<file path="src/rtl/uart_rx_cfg.sv">
// Runtime-configurable UART receiver: 3-sample mid-bit majority vote, parity/framing/break
// detection, and a small receive FIFO with ready/valid output and sticky overrun.
module uart_rx_cfg #(
  parameter int unsigned max_data_bits_p = 9,
  parameter int unsigned clk_div_width_p = 16,
  parameter int unsigned fifo_els_p      = 4
) (
  input  logic                       clk_i,
  input  logic                       reset_i,
  input  logic                       rx_i,
  input  logic [clk_div_width_p-1:0] cfg_clk_per_bit_i,
  input  logic [3:0]                 cfg_data_bits_i,
  input  logic                       cfg_parity_en_i,
  input  logic                       cfg_parity_odd_i,
  input  logic                       cfg_two_stop_i,
  output logic                       rx_v_o,
  output logic [max_data_bits_p-1:0] rx_o,
  output logic                       rx_parity_error_o,
  output logic                       rx_frame_error_o,
  input  logic                       rx_ready_and_i,
  output logic                       rx_break_o,
  output logic                       overrun_o,
  input  logic                       overrun_clr_i,
  output logic                       busy_o
);

  localparam int unsigned DataW  = max_data_bits_p;
  localparam int unsigned DivW   = clk_div_width_p;
  localparam int unsigned PtrW   = (fifo_els_p > 1) ? $clog2(fifo_els_p) : 1;
  localparam int unsigned CntW   = $clog2(fifo_els_p + 1);
  localparam int unsigned EntryW = DataW + 2;

  typedef enum logic [2:0] {
    StIdle,
    StStart,
    StData,
    StParity,
    StStop,
    StWaitHigh
  } state_e;

  state_e            state_q;
  logic              rx_s1_q, rx_s2_q, rx_prev_q;
  logic [DivW-1:0]   cnt_q;
  logic [DivW-1:0]   cfg_div_q;
  logic [3:0]        cfg_bits_q;
  logic              cfg_par_en_q, cfg_odd_q, cfg_two_q;
  logic [3:0]        bit_idx_q;
  logic [DataW-1:0]  data_q;
  logic              par_q;
  logic              ferr_q;
  logic              stop_idx_q;
  logic [1:0]        smp_q;
  logic              break_q;

  logic [EntryW-1:0] mem_q [fifo_els_p];
  logic [PtrW-1:0]   wr_ptr_q, rd_ptr_q;
  logic [CntW-1:0]   count_q;
  logic              overrun_q;

  logic [DivW-1:0]   mid;
  logic              wrap, vote_pt, vote, is_last_stop, is_break;
  logic              push_en, do_push, pop, full, perr;
  logic [EntryW-1:0] push_entry, head;

  always_comb begin
    mid          = cfg_div_q >> 1;
    wrap         = (cnt_q == cfg_div_q - 1'b1);
    vote_pt      = (cnt_q == mid + 1'b1);
    vote         = (smp_q[0] & smp_q[1]) | (smp_q[0] & rx_s2_q) | (smp_q[1] & rx_s2_q);
    is_last_stop = stop_idx_q | ~cfg_two_q;
    // Break is judged on the first stop bit only; the second one is never waited for.
    is_break     = (data_q == '0) && (!cfg_par_en_q || !par_q) && !vote && !stop_idx_q;
    push_en      = (state_q == StStop) && vote_pt && !is_break && is_last_stop;
    perr         = cfg_par_en_q & ((^data_q) ^ par_q ^ cfg_odd_q);
    push_entry   = {perr, ferr_q | ~vote, data_q};
    full         = (count_q == CntW'(fifo_els_p));
    pop          = rx_v_o & rx_ready_and_i;
    // A full FIFO still accepts a push when the head is leaving in the same cycle.
    do_push      = push_en & (~full | pop);
    head         = mem_q[rd_ptr_q];
  end

  assign rx_v_o            = (count_q != '0);
  assign rx_o              = rx_v_o ? head[DataW-1:0] : '0;
  assign rx_frame_error_o  = rx_v_o & head[DataW];
  assign rx_parity_error_o = rx_v_o & head[DataW+1];
  assign rx_break_o        = break_q;
  assign overrun_o         = overrun_q;
  assign busy_o            = (state_q != StIdle);

  always_ff @(posedge clk_i) begin
    if (reset_i) begin
      rx_s1_q      <= 1'b1;
      rx_s2_q      <= 1'b1;
      rx_prev_q    <= 1'b1;
      state_q      <= StIdle;
      cnt_q        <= '0;
      cfg_div_q    <= '0;
      cfg_bits_q   <= '0;
      cfg_par_en_q <= 1'b0;
      cfg_odd_q    <= 1'b0;
      cfg_two_q    <= 1'b0;
      bit_idx_q    <= '0;
      data_q       <= '0;
      par_q        <= 1'b0;
      ferr_q       <= 1'b0;
      stop_idx_q   <= 1'b0;
      smp_q        <= '0;
      break_q      <= 1'b0;
    end else begin
      rx_s1_q   <= rx_i;
      rx_s2_q   <= rx_s1_q;
      rx_prev_q <= rx_s2_q;
      break_q   <= 1'b0;
      if (state_q inside {StStart, StData, StParity, StStop}) begin
        cnt_q <= wrap ? '0 : cnt_q + 1'b1;
        if (cnt_q == mid - 1'b1) smp_q[0] <= rx_s2_q;
        if (cnt_q == mid)        smp_q[1] <= rx_s2_q;
      end
      // Vote-point exits are written after wrap handling so they win at the minimum divisor.
      unique case (state_q)
        StIdle: begin
          if (rx_prev_q && !rx_s2_q) begin
            state_q      <= StStart;
            cnt_q        <= '0;
            cfg_div_q    <= cfg_clk_per_bit_i;
            cfg_bits_q   <= cfg_data_bits_i;
            cfg_par_en_q <= cfg_parity_en_i;
            cfg_odd_q    <= cfg_parity_odd_i;
            cfg_two_q    <= cfg_two_stop_i;
            bit_idx_q    <= '0;
            data_q       <= '0;
            par_q        <= 1'b0;
            ferr_q       <= 1'b0;
            stop_idx_q   <= 1'b0;
          end
        end
        StStart: begin
          if (wrap) state_q <= StData;
          if (vote_pt && vote) state_q <= StIdle;
        end
        StData: begin
          if (vote_pt && vote) data_q <= data_q | (DataW'(1) << bit_idx_q);
          if (wrap) begin
            if (bit_idx_q == cfg_bits_q - 4'd1) begin
              state_q <= cfg_par_en_q ? StParity : StStop;
            end else begin
              bit_idx_q <= bit_idx_q + 4'd1;
            end
          end
        end
        StParity: begin
          if (vote_pt) par_q <= vote;
          if (wrap) state_q <= StStop;
        end
        StStop: begin
          if (wrap) stop_idx_q <= 1'b1;
          if (vote_pt) begin
            if (is_break) begin
              break_q <= 1'b1;
              state_q <= StWaitHigh;
            end else if (is_last_stop) begin
              state_q <= vote ? StIdle : StWaitHigh;
            end else begin
              ferr_q <= ferr_q | ~vote;
            end
          end
        end
        StWaitHigh: begin
          if (rx_s2_q) state_q <= StIdle;
        end
        default: state_q <= StIdle;
      endcase
    end
  end

  always_ff @(posedge clk_i) begin
    if (do_push) mem_q[wr_ptr_q] <= push_entry;
  end

  always_ff @(posedge clk_i) begin
    if (reset_i) begin
      wr_ptr_q  <= '0;
      rd_ptr_q  <= '0;
      count_q   <= '0;
      overrun_q <= 1'b0;
    end else begin
      if (do_push) begin
        wr_ptr_q <= (wr_ptr_q == PtrW'(fifo_els_p - 1)) ? '0 : wr_ptr_q + 1'b1;
      end
      if (pop) begin
        rd_ptr_q <= (rd_ptr_q == PtrW'(fifo_els_p - 1)) ? '0 : rd_ptr_q + 1'b1;
      end
      unique case ({do_push, pop})
        2'b10:   count_q <= count_q + 1'b1;
        2'b01:   count_q <= count_q - 1'b1;
        default: count_q <= count_q;
      endcase
      if (push_en && full && !pop) begin
        overrun_q <= 1'b1;
      end else if (overrun_clr_i) begin
        overrun_q <= 1'b0;
      end
    end
  end

endmodule

</file>
<file path="config.mk">
export PLATFORM = sky130hd
export DESIGN_NAME = uart_rx_cfg
export DESIGN_NICKNAME = d
export VERILOG_FILES = /design/src/rtl/uart_rx_cfg.sv
export SDC_FILE = /design/constraint.sdc
export NUM_CORES = 1
export LEC_CHECK = 0
export CAP_MARGIN = 20
export CORE_MARGIN = 2
export CORE_UTILIZATION = 35
export DETAILED_ROUTE_END_ITERATION = 6
export MAX_ROUTING_LAYER = met4
export SLEW_MARGIN = 40
export SYNTH_ARGS = -nofsm -noshare
export SYNTH_HDL_FRONTEND = slang
export SYNTH_SLANG_ARGS = --single-unit
</file>
<file path="constraint.sdc">
create_clock -name clk_i -period 6.5 [get_ports clk_i]
set_clock_uncertainty 0.15 [all_clocks]
set_input_delay 1.625 -clock clk_i [delete_from_list [all_inputs] [get_ports clk_i]]
set_output_delay 1.625 -clock clk_i [all_outputs]
set_load 0.01 [all_outputs]
</file>
### Yosys cells after proc, flatten, opt, wreduce, memory -nomap -nowiden

Memory sizes are Yosys's and may differ from the RTL's. A register that Yosys moved wholly into a read port is not among the register bits.
Index checks and enable logic that the tools add are counted.

| word-level totals | value |
|---|---|
| bits in registers | 72 |
| RAM bits | 44 |
| input bits | 28 |
| output and inout port bits | 15 |
| word-level logic and storage cells | 167 |
| memories kept | 1 |

| cells by class | value |
|---|---|
| add/sub/neg operators | 10 |
| eq/ne operators | 29 |
| shift operators | 1 |
| muxes and demuxes | 44 |
| bitwise logic cells | 21 |
| reduce and logical (&&, ||, !) cells | 39 |

Memory list:

| memory | depth | bits a word | read ports | clocked after memory_dff | write ports | RTL line | source |
|---|---|---|---|---|---|---|---|
| mem_q | 4 | 11 | 1 | 1 | 1 | 56 | `logic [EntryW-1:0] mem_q [fifo_els_p];` |

Operator list:

| kind | number |
|---|---|
| 16-bit two-way mux | 4 |
| 16-bit equality test | 3 |
| 3-bit two-way mux | 12 |
| 9-bit two-way mux | 3 |
| 2-bit inequality test (second input constant) | 10 |
| 3-bit one-hot mux with 6 select lines | 1 |
| 9-bit one-hot mux with 2 select lines | 1 |
| 15-bit by 1-bit adder with 16-bit output (second input constant) | 1 |
| 16-bit by 1-bit adder with 16-bit output (second input constant) | 1 |
| 16-bit by 15-bit equality test with 1-bit output | 1 |
| 15-bit by 1-bit subtractor with 16-bit output (second input constant) | 1 |
| 16-bit by 1-bit subtractor with 16-bit output (second input constant) | 1 |
| 4-bit two-way mux | 3 |
| 1-bit two-way mux | 11 |
| 1-bit logical AND | 10 |
| 2-bit nonzero test | 5 |
| 3-bit equality test (second input constant) | 3 |
| 9-bit zero test | 1 |
| 9-bit bitwise OR | 1 |
| 3-bit AND reduction | 3 |
| 9-bit parity | 1 |
| 1-bit by 4-bit << shifter with 9-bit output (first input constant) | 1 |
| 1-bit bitwise AND | 8 |
| 2-bit two-way mux | 4 |
| other kinds (29) | 54 |

### Depth between registers and ports, before layout

| depth | value |
|---|---|
| depth in word-level cells | 12 |
| mapped depth | 15 |
| depth with buffers taken out | 13 |

### Worst setup path after synthesis

No wires, ideal clock.

| timing | value |
|---|---|
| path type | register to register |
| start point | reg cfg_div_q[1] |
| end point | reg count_q[2] |
| library setup time | 0.121 ns |
| arrival time | 3.442 ns |
| required time | 6.229 ns |
| slack | 2.787 ns |
| stages on the path, launching flop included | 16 |
| buffers on the path | 2 |
| clock period less this slack | 3.713 ns |
| cells stage by stage | dfxtp_1 -> clkbuf_1 -> inv_1 -> ha_1 -> xor2_1 -> a211o_1 -> a2111oi_0 -> and4b_1 -> and4_1 -> clkbuf_1 -> a21oi_1 -> fa_1 -> inv_1 -> a21oi_1 -> a22oi_1 -> mux2_2 |

| on the way | value |
|---|---|
| longest elaborated chain between the ends | 8 |
| elaborated cells on any way between the ends | 10 |
| classes of those cells | add/sub: 1; eq/ne: 3; mux: 1; bitwise: 1; reduce/logical: 4 |

Ends and longest elaborated chain:

| element | RTL line | source |
|---|---|---|
| from (decl) | 45 | `logic [DivW-1:0] cfg_div_q;` |
| from (signal assigned) | 127 | `cfg_div_q <= cfg_clk_per_bit_i;` |
| 15-bit by 1-bit adder with 16-bit output * | 69 | `vote_pt = (cnt_q == mid + 1'b1);` |
| 16-bit equality test * | 69 |  |
| 1-bit logical AND * (3 in series) | 74 | `push_en = (state_q == StStop) && vote_pt && !is_break && is_last_stop;` |
| 1-bit bitwise AND * | 80 | `do_push = push_en & (~full \| pop);` |
| 2-bit by 1-bit equality test with 1-bit output / 2-bit equality test (equally long branches) | 195 | `unique case ({do_push, pop})` |
| 3-bit one-hot mux with 2 select lines / 2-bit nonzero test (equally long branches) | -- |  |
| to (signal assigned) | 196 | `2'b10: count_q <= count_q + 1'b1;` |
| to (signal assigned) | 197 | `2'b01: count_q <= count_q - 1'b1;` |
| to (signal assigned) | 198 | `default: count_q <= count_q;` |
| to (decl) | 58 | `logic [CntW-1:0] count_q;` |

Every way passes the cells marked *; elsewhere a longest branch is shown, timed or not.
A chain may end at the register's enable or synchronous reset.

### Final worst setup path

| timing | value |
|---|---|
| start point | reg cfg_div_q[1] |
| end point | mem mem_q[1][0] (netlist name), enable pin |

| on the way | value |
|---|---|
| longest elaborated chain between the ends | 8 |

Ends and longest elaborated chain:

| element | RTL line | source |
|---|---|---|
| 15-bit by 1-bit adder with 16-bit output | 69 |  |
| 16-bit equality test | 69 |  |
| 1-bit logical AND (3 in series) | 74 |  |
| 1-bit bitwise AND | 80 |  |
| 1-bit two-way mux | 179 | `if (do_push) mem_q[wr_ptr_q] <= push_entry;` |
| 1-bit two-way mux (implied by the code) | 179 |  |
| to (decl) | 56 |  |

Every way passes these cells.

==> impl_metrics.env <==
export IMPL_synth_area_top_cells="dfxtp_1, edfxtp_1, xnor2_1"
export IMPL_final_nets=781
export IMPL_die_h_um=141
export IMPL_worst_hold_path_type="flop to flop"
export IMPL_start_util=0.355
export IMPL_ctsHoldBuffers=0
export IMPL_drt_iter0_markers=382
export IMPL_synth_edf_count=44
export IMPL_setup_viol_count_final=0
export IMPL_wire_per_inst_um=16.2
export IMPL_dominantRegCellSynth="dfxtp_1"
export IMPL_hold_end="rx_s2_q"
export IMPL_gp_congestion=0.906
export IMPL_clockBufferDepth=2
export IMPL_hpwlAfterDp_um=11200
export IMPL_grt_pass1_wl_um=26300
export IMPL_power_density_nw_per_um2=288
export IMPL_critPathLaunch="cfg_div_q[1]"
export IMPL_cp_start_kind="flop"
export IMPL_grt_overflow_total=0
export IMPL_p_leak_nw=2.71
export IMPL_yosysWarnings=0
export IMPL_status="finished clean"
export IMPL_cpMaxStageDelayCell="nor3_1"
export IMPL_timing_final_ws_setup_ps=2280
export IMPL_ys_ff_latch=118
export IMPL_drt_first_pass_iters=5
export IMPL_hold_start="rx_s1_q"
export IMPL_vias=5152
export IMPL_yosys_area_top_type="dfxtp_1"
export IMPL_cp_max_fo=11
export IMPL_syn_nets=762
export IMPL_vias_per_cell=5.26
export IMPL_n_antenna_cell=0
export IMPL_antenna_left=0
export IMPL_core_area_um2=18600
export IMPL_clock_sinks=118
export IMPL_grt_pass1_vias=5057
export IMPL_drive_above_1_share=0.0886
export IMPL_layout_commonest_cell="nand2_1"
export IMPL_maxCapViolCount=0
export IMPL_numCtsBuffers=17
export IMPL_drc=0
export IMPL_crit_buf_inv=1
export IMPL_reg2reg_slack_ps=2280
export IMPL_die_area_um2=20000
export IMPL_fin_crit_sh=0.649
export IMPL_cts_tree="yes"
export IMPL_postCtsSetupBuffers=0
export IMPL_grt_usage=0.172
export IMPL_hold_depth=1
export IMPL_syn_inst=713
export IMPL_syn_area_um2=6610
export IMPL_yosysUniqueCellTypes=65
export IMPL_numPortBuffers=42
export IMPL_period_minus_slack_ps=4220
export IMPL_fill_cells=1876
export IMPL_final_cell_mix="nand2_1, dfxtp_1, nor2_1, xnor2_1, edfxtp_1"
export IMPL_path_delay_family="simple AND/OR/NAND/NOR gates"
export IMPL_grt_setup_unrepaired="false"
export IMPL_clk_pin_slew_ps=60
export IMPL_rr_startpoint="cfg_div_q[1]"
export IMPL_end_kind="flop"
export IMPL_grt_max_degree=42
export IMPL_totalWireLength_um=15800
export IMPL_cts_resized=0
export IMPL_rows=50
export IMPL_async_flop_share=0
export IMPL_ir_drop_mv=0.183
export IMPL_die_w_um=141
export IMPL_antenna_found_initial=0
export IMPL_ios=43
export IMPL_fmax_ghz=0.237
export IMPL_worstPathCellList="inv_1, ha_1, xor2_1, a211o_1, a2111oi_0, and4b_1, nand4_1, nor3_1, and2_1"
export IMPL_ys_seq_area_frac=0.424
export IMPL_syn_to_final_growth_pct=16.5
export IMPL_fin_tns_setup_ps=0
export IMPL_r2r_cells=9
export IMPL_insertion_delay_ps=430
export IMPL_slowest_delay_ps=710
export IMPL_relSlewSlack=0.471
export IMPL_hold_violations=0
export IMPL_tightest_slew_ps=773
export IMPL_crit_required_ps=6410
export IMPL_slew_violations=0
export IMPL_reg2reg_to="mem_q[1][0]"
export IMPL_root_buffer="clkbuf_16"
export IMPL_arrival_ps=4130
export IMPL_critPathKind="flop to flop"
export IMPL_htreeDepth=4
export IMPL_place_ws_ps=2240
export IMPL_syn_area_per_cell_um2=9.27
export IMPL_synth_top_area_share=0.224
==> report_power, final <==
part	switching [W]	internal, W	total (W)
logic	0.000276	0.000235	0.000511
registers	0.0000695	0.000794	0.000864
clock network	0.000360	0.000488	0.000848
==> worst max-delay path by stage <==
stage / end / cells after the start
after global placement: mem_q[1][6] / 9
after floorplan: count_q[2] / 15
after CTS: rx_o[0] / 3
after detailed placement: mem_q[1][2] / 9
final: mem_q[1][0] / 9
after global routing: mem_q[0][0] / 9
==> Yosys cell counts (5+ instances only) <==
cell type	n
a21oi_1	41
a31oi_1	9
and2_1	18
and3_1	11
and4_1	5
clkbuf_1	41
dfxtp_1	74
edfxtp_1	44
ha_1	20
inv_1	28
mux2i_1	9
mux4_2	11
nand2_1	84
nand2b_1	11
nand3_1	20
nand4_1	22
nor2_1	55
nor2b_1	9
nor3_1	17
nor4_1	11
o21ai_0	12
o31ai_1	5
or2_2	7
or4_1	5
xnor2_1	52
xor2_1	26
==> registers in the layout (all words and copies together), names as in the netlist, 2 cells and up, named ones only <==
signal / count
count_q: 3
cfg_div_q: 16
state_q: 3
rd_ptr_q: 2
wr_ptr_q: 2
data_q: 9
cfg_bits_q: 4
mem_q: 44
bit_idx_q: 4
smp_q: 2
cnt_q: 16
==> area by class of cell <==
class	instances	area (um^2)	share of cell area
clock buffers	18	429	0.0557
clock inverters	14	103	0.0133
inverters	28	105	0.0136
multi-input cells	520	3520	0.457
flip-flops and latches	118	2800	0.364
well taps	234	293	0.0380
repair buffers	47	453	0.0588
==> per-stage QoR <==
stage	hold WS, ps	util	cells	total power [W]	instance area, um^2
after global placement	244	0.384	947	0.00138	7160
after global routing	269	0.413	979	0.00233	7700
after detailed placement	244	0.385	947	0.00138	7170
after floorplan	239	-	713	0.00123	6610
final	259	0.413	979	0.00222	7700
after CTS	258	0.413	979	0.00224	7700
==> cell families (layout without fill, tap and decap cells) <==
logic type / count (synthesis) / after routing / share of synthesized area
simple gates: 292 / 292 / 0.225
flops: 118 / 118 / 0.424
compound gates: 105 / 105 / 0.102
xor+xnor: 79 / 79 / 0.107
buf+inv: 75 / 107 / 0.0452
fa+ha+maj: 22 / 22 / 0.0424
mux: 22 / 22 / 0.0545
==> layer usage <==
metal | track usage | part of all wire
met2 | 0.259 | 0.45
met5 | - | 0
met1 | 0.226 | 0.49
met3 | 0.0341 | 0.040
met4 | 0.0721 | 0.021
No activity file was read; power rests on OpenSTA's default activity.
